<file path="src/rtl/axis_insert_scheduler.sv">
// -----------------------------------------------------------------------------
// axis_insert_scheduler
//
// Shares one header-insert datapath between NUM_CH requesters. Each requester
// has a header stream and a data stream. One channel is granted per packet.
// The grant is held until the inserter's output emits its tlast, so packets
// from different channels never interleave. Exactly one header is forwarded
// per packet. The block does no buffering: it is a registered FSM plus a
// combinational mux.
//
// Ports
//   clk, rst            clock, synchronous active-high reset
//   ch_hdr_*            per-channel header streams (valid/data/keep/ready)
//   ch_dat_*            per-channel data streams (valid/data/keep/last/ready)
//   ins_hdr_*           muxed header stream to the inserter (s00)
//   ins_dat_*           muxed data stream to the inserter (s01)
//   ins_out_*           monitor taps of the inserter output handshake
//   grant               one-hot current owner, 0 when idle
//   busy                high whenever the FSM is not idle
//   pkt_cnt             completed packets, wraps
// -----------------------------------------------------------------------------
module axis_insert_scheduler #(
  parameter int DATA_WD      = 32,
  parameter int DATA_BYTE_WD = DATA_WD / 8,
  parameter int NUM_CH       = 4,
  parameter int CNT_WD       = 16
) (
  input  logic                           clk,
  input  logic                           rst,
  input  logic [NUM_CH-1:0]              ch_hdr_tvalid,
  input  logic [NUM_CH*DATA_WD-1:0]      ch_hdr_tdata,
  input  logic [NUM_CH*DATA_BYTE_WD-1:0] ch_hdr_tkeep,
  output logic [NUM_CH-1:0]              ch_hdr_tready,
  input  logic [NUM_CH-1:0]              ch_dat_tvalid,
  input  logic [NUM_CH*DATA_WD-1:0]      ch_dat_tdata,
  input  logic [NUM_CH*DATA_BYTE_WD-1:0] ch_dat_tkeep,
  input  logic [NUM_CH-1:0]              ch_dat_tlast,
  output logic [NUM_CH-1:0]              ch_dat_tready,
  output logic                           ins_hdr_tvalid,
  output logic [DATA_WD-1:0]             ins_hdr_tdata,
  output logic [DATA_BYTE_WD-1:0]        ins_hdr_tkeep,
  input  logic                           ins_hdr_tready,
  output logic                           ins_dat_tvalid,
  output logic [DATA_WD-1:0]             ins_dat_tdata,
  output logic [DATA_BYTE_WD-1:0]        ins_dat_tkeep,
  output logic                           ins_dat_tlast,
  input  logic                           ins_dat_tready,
  input  logic                           ins_out_tvalid,
  input  logic                           ins_out_tready,
  input  logic                           ins_out_tlast,
  output logic [NUM_CH-1:0]              grant,
  output logic                           busy,
  output logic [CNT_WD-1:0]              pkt_cnt
);

  localparam int IDX_WD = (NUM_CH > 1) ? $clog2(NUM_CH) : 1;

  typedef enum logic [1:0] {
    S_IDLE   = 2'd0,
    S_ACTIVE = 2'd1,
    S_DRAIN  = 2'd2
  } state_t;

  state_t              r_state,    w_state_nxt;
  logic [NUM_CH-1:0]   r_grant,    w_grant_nxt;
  logic [IDX_WD-1:0]   r_gidx,     w_gidx_nxt;
  logic [IDX_WD-1:0]   r_ptr,      w_ptr_nxt;
  logic                r_hdr_done, w_hdr_done_nxt;
  logic                r_dat_done, w_dat_done_nxt;
  logic [CNT_WD-1:0]   r_pkt_cnt,  w_pkt_cnt_nxt;

  logic [NUM_CH-1:0]   w_req;
  logic                w_pick_vld;
  logic [IDX_WD-1:0]   w_pick_idx;
  logic                w_active;
  logic                w_hdr_hs;
  logic                w_dat_last_hs;
  logic                w_out_last_hs;
  logic                w_complete;

  // A channel only competes once both its header and its data are presented.
  assign w_req = ch_hdr_tvalid & ch_dat_tvalid;

  // Round-robin pick: first requester at or after r_ptr, wrapping around.
  always_comb begin
    logic [IDX_WD:0] cand;
    w_pick_vld = 1'b0;
    w_pick_idx = '0;
    cand       = '0;
    for (int k = 0; k < NUM_CH; k++) begin
      cand = {1'b0, r_ptr} + (IDX_WD+1)'(k);
      if (cand >= (IDX_WD+1)'(NUM_CH))
        cand = cand - (IDX_WD+1)'(NUM_CH);
      if (!w_pick_vld && w_req[cand[IDX_WD-1:0]]) begin
        w_pick_vld = 1'b1;
        w_pick_idx = cand[IDX_WD-1:0];
      end
    end
  end

  // Datapath mux. Everything toward the inserter is held at 0 outside ACTIVE
  // so DRAIN and IDLE never move a beat.
  assign w_active = (r_state == S_ACTIVE);

  assign ins_hdr_tvalid = w_active & ch_hdr_tvalid[r_gidx] & ~r_hdr_done;
  assign ins_hdr_tdata  = w_active ? ch_hdr_tdata[r_gidx*DATA_WD +: DATA_WD] : '0;
  assign ins_hdr_tkeep  = w_active ? ch_hdr_tkeep[r_gidx*DATA_BYTE_WD +: DATA_BYTE_WD] : '0;

  assign ins_dat_tvalid = w_active & ch_dat_tvalid[r_gidx] & ~r_dat_done;
  assign ins_dat_tdata  = w_active ? ch_dat_tdata[r_gidx*DATA_WD +: DATA_WD] : '0;
  assign ins_dat_tkeep  = w_active ? ch_dat_tkeep[r_gidx*DATA_BYTE_WD +: DATA_BYTE_WD] : '0;
  assign ins_dat_tlast  = w_active & ch_dat_tlast[r_gidx];

  // Ready is returned only to the owner; r_grant is one-hot or zero.
  assign ch_hdr_tready = r_grant & {NUM_CH{w_active & ins_hdr_tready & ~r_hdr_done}};
  assign ch_dat_tready = r_grant & {NUM_CH{w_active & ins_dat_tready & ~r_dat_done}};

  assign w_hdr_hs      = ins_hdr_tvalid & ins_hdr_tready;
  assign w_dat_last_hs = ins_dat_tvalid & ins_dat_tready & ins_dat_tlast;
  assign w_out_last_hs = ins_out_tvalid & ins_out_tready & ins_out_tlast;

  assign grant   = r_grant;
  assign busy    = (r_state != S_IDLE);
  assign pkt_cnt = r_pkt_cnt;

  // Next-state logic
  always_comb begin
    w_state_nxt    = r_state;
    w_grant_nxt    = r_grant;
    w_gidx_nxt     = r_gidx;
    w_ptr_nxt      = r_ptr;
    w_hdr_done_nxt = r_hdr_done;
    w_dat_done_nxt = r_dat_done;
    w_pkt_cnt_nxt  = r_pkt_cnt;
    w_complete     = 1'b0;

    case (r_state)
      S_IDLE: begin
        w_hdr_done_nxt = 1'b0;
        w_dat_done_nxt = 1'b0;
        if (w_pick_vld) begin
          w_grant_nxt = NUM_CH'(1) << w_pick_idx;
          w_gidx_nxt  = w_pick_idx;
          w_state_nxt = S_ACTIVE;
        end
      end
      S_ACTIVE: begin
        if (w_hdr_hs)      w_hdr_done_nxt = 1'b1;
        if (w_dat_last_hs) w_dat_done_nxt = 1'b1;
        // An out-tlast seen before the input tlast is a protocol violation
        // and is ignored; only count it once the input side is finished.
        if (w_dat_last_hs || r_dat_done) begin
          if (w_out_last_hs) w_complete  = 1'b1;
          else               w_state_nxt = S_DRAIN;
        end
      end
      S_DRAIN: begin
        // Inserter may still owe a tail beat; hold the grant until it leaves.
        if (w_out_last_hs) w_complete = 1'b1;
      end
      default: w_state_nxt = S_IDLE;
    endcase

    if (w_complete) begin
      w_state_nxt   = S_IDLE;
      w_grant_nxt   = '0;
      w_pkt_cnt_nxt = r_pkt_cnt + 1'b1;
      w_ptr_nxt     = (r_gidx == IDX_WD'(NUM_CH-1)) ? '0 : r_gidx + 1'b1;
    end
  end

  always_ff @(posedge clk) begin
    if (rst) begin
      r_state    <= S_IDLE;
      r_grant    <= '0;
      r_gidx     <= '0;
      r_ptr      <= '0;
      r_hdr_done <= 1'b0;
      r_dat_done <= 1'b0;
      r_pkt_cnt  <= '0;
    end else begin
      r_state    <= w_state_nxt;
      r_grant    <= w_grant_nxt;
      r_gidx     <= w_gidx_nxt;
      r_ptr      <= w_ptr_nxt;
      r_hdr_done <= w_hdr_done_nxt;
      r_dat_done <= w_dat_done_nxt;
      r_pkt_cnt  <= w_pkt_cnt_nxt;
    end
  end

endmodule

</file>
<file path="config.mk">
export PLATFORM = sky130hd
export DESIGN_NAME = axis_insert_scheduler
export DESIGN_NICKNAME = d
export VERILOG_FILES = /design/src/rtl/axis_insert_scheduler.sv
export SDC_FILE = /design/constraint.sdc
export NUM_CORES = 1
export LEC_CHECK = 0
export ABC_AREA = 0
export CAP_MARGIN = 20
export CELL_PAD_IN_SITES_DETAIL_PLACEMENT = 1
export CELL_PAD_IN_SITES_GLOBAL_PLACEMENT = 1
export CORE_AREA = 5 5 156 158
export DETAILED_ROUTE_END_ITERATION = 10
export DIE_AREA = 0 0 161 163
export GPL_TIMING_DRIVEN = 0
export PLACE_DENSITY_LB_ADDON = 0.1
export SLEW_MARGIN = 10
export SYNTH_ARGS = -nofsm -noshare
export SYNTH_HDL_FRONTEND = slang
export SYNTH_SLANG_ARGS = --single-unit
</file>
<file path="constraint.sdc">
create_clock -name clk -period 4.4 [get_ports clk]
set_input_delay 0.88 -clock clk [delete_from_list [all_inputs] [get_ports clk]]
set_output_delay 0.88 -clock clk [all_outputs]
set_load 0.02 [all_outputs]
</file>
==> results of run 1 <==
-- per-layer routing --
metal / up-vias / wire length [um]
li1: 2231 / -
met1: 2454 / 11600
met2: 209 / 15500
met3: 18 / 2110
met4: 10 / 224
met5: - / 69
-- power by group --
part           switching [mW]  internal, mW  total (mW)
combinational           0.458         0.609        1.07
clock                  0.0886         0.121       0.209
sequential            0.00804         0.261       0.269
total                   0.554         0.991        1.55
-- worst paths after layout --
path / cells after the start / end / startpoint / slack, ns
setup / recovery: 6 / ins_dat_tdata[26] / r_gidx[0]$_SDFFE_PP0P_ / 0.41
setup reg to reg: 10 / pkt_cnt[13]$_SDFFE_PP0P_ / r_state[1]$_SDFFE_PP0P_ / 1.89
hold / removal: 2 / grant[2]$_SDFFE_PP0P_ / grant[2]$_SDFFE_PP0P_ / 0.50
hold reg to reg: 2 / grant[2]$_SDFFE_PP0P_ / grant[2]$_SDFFE_PP0P_ / 0.50
-- cell usage after synthesis (3+ instances only) --
cell type | instances | area (sq um)
a21oi_1 | 23 | 115
and2_1 | 82 | 513
and3b_1 | 5 | 43.8
buf_2 | 8 | 40.0
clkbuf_1 | 20 | 75.1
dfxtp_1 | 28 | 561
ha_1 | 5 | 62.6
inv_1 | 9 | 33.8
mux4_2 | 75 | 1690
nand2_1 | 20 | 75.1
nand3_1 | 5 | 25.0
nand3b_1 | 3 | 22.5
nand4_1 | 5 | 31.3
nor2_1 | 15 | 56.3
o21ai_0 | 11 | 55.1
o31ai_1 | 3 | 22.5
or3_1 | 7 | 43.8
or4_1 | 3 | 22.5
xnor2_1 | 4 | 35.0
-- final cells by class --
cell class | instances | area share [%]
Antenna cell | 6 | 0.180
Sequential cell | 28 | 6.73
Timing Repair Buffer | 410 | 49.3
Inverter | 9 | 0.406
Buffer | 32 | 1.70
Multi-Input combinational cell | 293 | 36.4
Tap cell | 290 | 4.36
Clock buffer | 3 | 0.902
-- metrics by stage --
step,hold slack (ns),util [%],setup slack [ns],cell area [sq um]
after global placement,0.489,35.8,0.553,8240
after global routing,0.540,36.2,0.179,8330
after detailed placement,0.491,35.8,0.570,8240
after CTS,0.509,36.2,0.292,8310
final,0.504,36.2,0.406,8330
after floorplan,0.472,-,1.59,3770
-- registers in the layout, summed over array words and instances (netlist names) --
register / flops
r_hdr_done: 1
pkt_cnt: 16
grant: 4
r_gidx: 2
r_ptr: 2
r_state: 2
r_dat_done: 1
-- logic make-up after synthesis --
kind of cell    share of synthesized area (%)
fa+ha+maj                                1.66
mux                                      45.1
simple gates                             24.1
xor+xnor                                0.930
flops                                    14.9
compound gates                           8.66
buf+inv                                  4.65
-- worst reg2reg max path, delay by kind of cell, from the launching register on --
| kind | cells | cell delay [ns] |
|---|---|---|
| compound gates | 2 | 0.30 |
| fa+ha+maj | 1 | 0.13 |
| buf+inv | 4 | 0.63 |
| flops | 1 | 0.33 |
| simple gates | 3 | 1.04 |
==> flow_metrics.py, run 1 <==
metrics = {
    "worst_setup_path": {
        "path_cells": "buf_4, buf_2, buf_1, mux4_2, and2_1, clkdlybuf4s50_1",
        "cpPeakStageDelay_ns": 0.69,
        "crit_fanout": 10,
        "setup.worst_path.class": "reg2out",
        "cp.buffers_inverters": 4,
        "critPathLaunchType": "flip-flop",
        "critical_path_arrival_ns": 3.11,
        "cp-end-kind": "output port",
        "cp_slowest_cell": "buf_1",
        "critical_path.top_delay_family": "buffers and inverters",
        "required_ns": 3.52,
    },
    "floorplan": {
        "initial_core_util_pct": 16.4,
        "die-area_sq_um": 26200,
        "die_x_um": 161,
        "core_area_sq_um": 23000,
        "num_io_pins": 411,
        "rows": 56,
        "chipHeight_um": 163,
    },
    "final_layout": {
        "final_common_cell": "clkdlybuf4s50_1",
        "layout-drive-gt1-share_pct": 12.3,
        "syn_to_final_growth_pct": 121,
        "seqCellArea_sq_um": 561,
        "layout_common_cells": "clkdlybuf4s50_1 (410), and2_1 (82), mux4_2 (75)",
        "num-fill-cells": 2583,
        "fin_nets": 1089,
        "multiInputGateArea_sq_um": 3030,
        "stdcell_count": 1071,
    },
    "routing": {
        "drt-initial-drc-count": 265,
        "ant_nets": 0,
        "drc": 0,
        "wirelength_mm": 29.5,
        "dr.pass1.iters": 4,
        "vias": 4922,
        "route.detailed.wl_per_inst_um": 27.5,
        "via_per_inst": 4.60,
    },
    "global_routing": {
        "grt_overflow": 0,
        "grt_pass1_wl_mm": 41.1,
        "grt_max_degree": 15,
        "grt_pass1_vias": 5380,
        "top_usage_layer": "met2",
        "use_met2_pct": 38.5,
        "gr-usage-met3_pct": 5.52,
        "grt_use_met1_pct": 25.8,
        "track_usage_pct": 21.3,
        "antenna_found_initial": 12,
    },
    "timing": {
        "period_share_pct": 90.8,
        "skew_ns": 0.00483,
        "rsz0062_at_grt": "false",
        "finalSetupViolations": 0,
        "post-route-min-period_ns": 3.99,
        "hold_viol_final": 0,
        "fmax_mhz": 250,
        "max_slew_margin_pct": 42.7,
        "worst_slew_pin_slew_ns": 0.860,
        "slew_violations": 0,
        "setup-tns-final_ns": 0,
    },
    "synth": {
        "ys_warn_count": 0,
        "syn_area_per_cell_sq_um": 10.4,
        "syn-cell-area_sq_um": 3770,
        "synth.yosys.seq_area_share_pct": 14.9,
        "synth_edf_count": 0,
        "synthArstFlopShare_pct": 0,
        "synthesis.instances": 362,
        "synth-seq-cells": 28,
        "ys.flop_type": "dfxtp_1",
        "synth_cell_types": 41,
        "synthesis.nets": 674,
    },
    "clocking": {
        "clk-insertion-delay-late_ns": 0.26,
        "cts.path.max_buffers": 2,
        "cts_root_buf": "clkbuf_16",
        "cts.repair.resized": 0,
        "cts_htree_levels": 1,
        "cts_tree": "yes",
        "path_clk_slew_ns": 0.07,
        "cts.sinks": 28,
        "ctsHoldBuffers": 0,
        "cts_setup_buffers": 0,
        "numCtsBuffers": 3,
    },
    "pwr": {
        "leakagePower_nw": 2.80,
        "powerDensity_nw_per_um2": 186,
        "peakVddDrop_uv": 197,
        "total_power_mw": 1.55,
    },
    "placement": {
        "gp_congestion": 0.890,
        "hpwl_mm": 26.0,
        "dp.cells": 1062,
        "io_buffers": 410,
    },
    "status": {
        "status": "complete, no violations",
    },
    "hold_path": {
        "hold_path_class": "reg2reg",
    },
    "flow_run": {
        "drv_cap": 0,
    },
}
No activity file was read; power rests on OpenSTA's default activity.
==> inputs of run 2 (changes only) <==
- MAX_ROUTING_LAYER: default -> met4
==> flow_metrics.py, run 2 (synthesis gave the netlist of run 1 again) <==
metrics = {
    "pwr": {
        "powerDensity_nw_per_um2": 194,
        "peakVddDrop_uv": 146,
        "leakagePower_nw": 2.81,
    },
    "timing": {
        "hold_viol_final": 0,
        "skew_ns": 0.00614,
        "worst_slew_pin_slew_ns": 0.865,
        "max_slew_margin_pct": 42.3,
        "setup-tns-final_ns": 0,
        "fmax_mhz": 248,
        "post-route-min-period_ns": 4.04,
        "rsz0062_at_grt": "false",
        "slew_violations": 0,
        "finalSetupViolations": 0,
        "period_share_pct": 91.8,
    },
    "clocking": {
        "cts.repair.resized": 0,
        "cts_htree_levels": 1,
        "cts_root_buf": "clkbuf_16",
        "cts_tree": "yes",
        "cts.sinks": 28,
        "path_clk_slew_ns": 0.07,
        "cts_setup_buffers": 0,
        "ctsHoldBuffers": 0,
        "cts.path.max_buffers": 2,
        "numCtsBuffers": 3,
        "clk-insertion-delay-late_ns": 0.27,
    },
    "global_routing": {
        "grt_pass1_vias": 5291,
        "track_usage_pct": 21.7,
        "antenna_found_initial": 9,
        "grt_overflow": 0,
        "grt_max_degree": 17,
        "grt_pass1_wl_mm": 40.7,
    },
    "final_layout": {
        "layout_common_cells": "clkdlybuf4s50_1 (410), and2_1 (82), mux4_2 (75)",
        "fin_nets": 1089,
        "layout-drive-gt1-share_pct": 12.4,
        "largest_reg_flops": 16,
        "num-fill-cells": 2589,
        "syn_to_final_growth_pct": 122,
        "final_common_cell": "clkdlybuf4s50_1",
        "stdcell_count": 1074,
    },
    "worst_setup_path": {
        "cp_slowest_cell": "buf_1",
        "critical_path.top_delay_family": "buffers and inverters",
        "setup.worst_path.class": "reg2out",
        "critical_path_arrival_ns": 3.16,
        "critPathLaunchType": "flip-flop",
        "cp-end-kind": "output port",
        "crit_fanout": 10,
        "r2r-start": "r_state[1]$_SDFFE_PP0P_",
        "path_cells": "buf_4, buf_2, buf_1, mux4_2, and2_1, clkdlybuf4s50_1",
        "cpPeakStageDelay_ns": 0.70,
        "cp.buffers_inverters": 4,
        "crit_start": "r_gidx[0]$_SDFFE_PP0P_",
        "required_ns": 3.52,
    },
    "routing": {
        "via_per_inst": 4.59,
        "vias": 4935,
        "ant_nets": 0,
        "drc": 0,
        "drt-initial-drc-count": 250,
        "route.detailed.wl_per_inst_um": 27.6,
        "dr.pass1.iters": 4,
        "wirelength_mm": 29.6,
    },
    "placement": {
        "gp_congestion": 0.908,
        "dp.cells": 1062,
        "io_buffers": 410,
        "hpwl_mm": 25.8,
    },
    "floorplan": {
        "initial_core_util_pct": 16.4,
        "core_area_sq_um": 23000,
        "chipHeight_um": 163,
        "num_io_pins": 411,
        "die-area_sq_um": 26200,
        "die_x_um": 161,
        "rows": 56,
    },
    "status": {
        "status": "complete, no violations",
    },
    "flow_run": {
        "drv_cap": 0,
    },
    "hold_path": {
        "hp-start": "grant[2]$_SDFFE_PP0P_",
        "hold_path_class": "reg2reg",
    },
}
run 2: cell types whose count changed in the layout (fill, tap and decap cells not counted), sizes merged:
cell | before | now
bufinv | 0 | 1
diode | 6 | 8
run 2: power breakdown:
group,internal [mW],switching [mW]
logic,0.610,0.464
registers,0.261,0.00842
clock network,0.182,0.0967
run 2: worst paths after layout:
| path | endpoint | slack, ns | cells past startpoint |
|---|---|---|---|
| setup / recovery | ins_dat_tdata[26] | 0.36 | 6 |
| hold / removal | grant[2]$_SDFFE_PP0P_ | 0.50 | 2 |
| setup reg to reg | pkt_cnt[13]$_SDFFE_PP0P_ | 1.88 | 10 |
| hold reg to reg | grant[2]$_SDFFE_PP0P_ | 0.50 | 2 |
run 2: layer usage:
| metal | GRT usage, % | part of all wire (%) | vias up |
|---|---|---|---|
| met5 | - | 0 | - |
| met4 | 3.49 | 1.0 | 0 |
| met3 | 5.77 | 6.4 | 17 |
| met2 | 38.0 | 52 | 183 |
| met1 | 25.6 | 41 | 2499 |
| li1 | - | - | 2236 |
run 2: worst reg2reg max path, cell delays in order (launching register included):
cell and delay [ns]:
dfxtp_1 0.33, inv_1 0.08, ha_1 0.13, buf_2 0.22, and3b_1 0.18, buf_2 0.20, a31oi_4 0.14, or4_4 0.53
buf_6 0.16, or3_1 0.34, a21oi_1 0.15
run 2: area by class of cell:
type	count	area (sq um)	area share [%]
Tap cell	290	363	4.34
Clock buffer	3	75.1	0.898
Buffer	32	141	1.69
Multi-Input combinational cell	293	3030	36.3
Timing Repair Buffer	410	4100	49.1
Antenna cell	8	20.0	0.239
Sequential cell	28	561	6.70
Inverter	9	33.8	0.404
Clock inverter	1	30.0	0.359
run 2: stage by stage:
| stage | power [mW] | hold slack [ns] | setup WS [ns] | util, % | cell area [sq um] |
|---|---|---|---|---|---|
| 3_5_place_dp | 1.35 | 0.491 | 0.562 | 35.8 | 8240 |
| 2_1_floorplan | 0.736 | 0.472 | 1.59 | - | 3770 |
| 3_3_place_gp | 1.34 | 0.488 | 0.554 | 35.8 | 8240 |
| 4_1_cts | 1.64 | 0.514 | 0.244 | 36.3 | 8340 |
| 5_1_grt | 1.70 | 0.536 | 0.144 | 36.4 | 8360 |
| 6_report | 1.62 | 0.503 | 0.361 | 36.4 | 8360 |
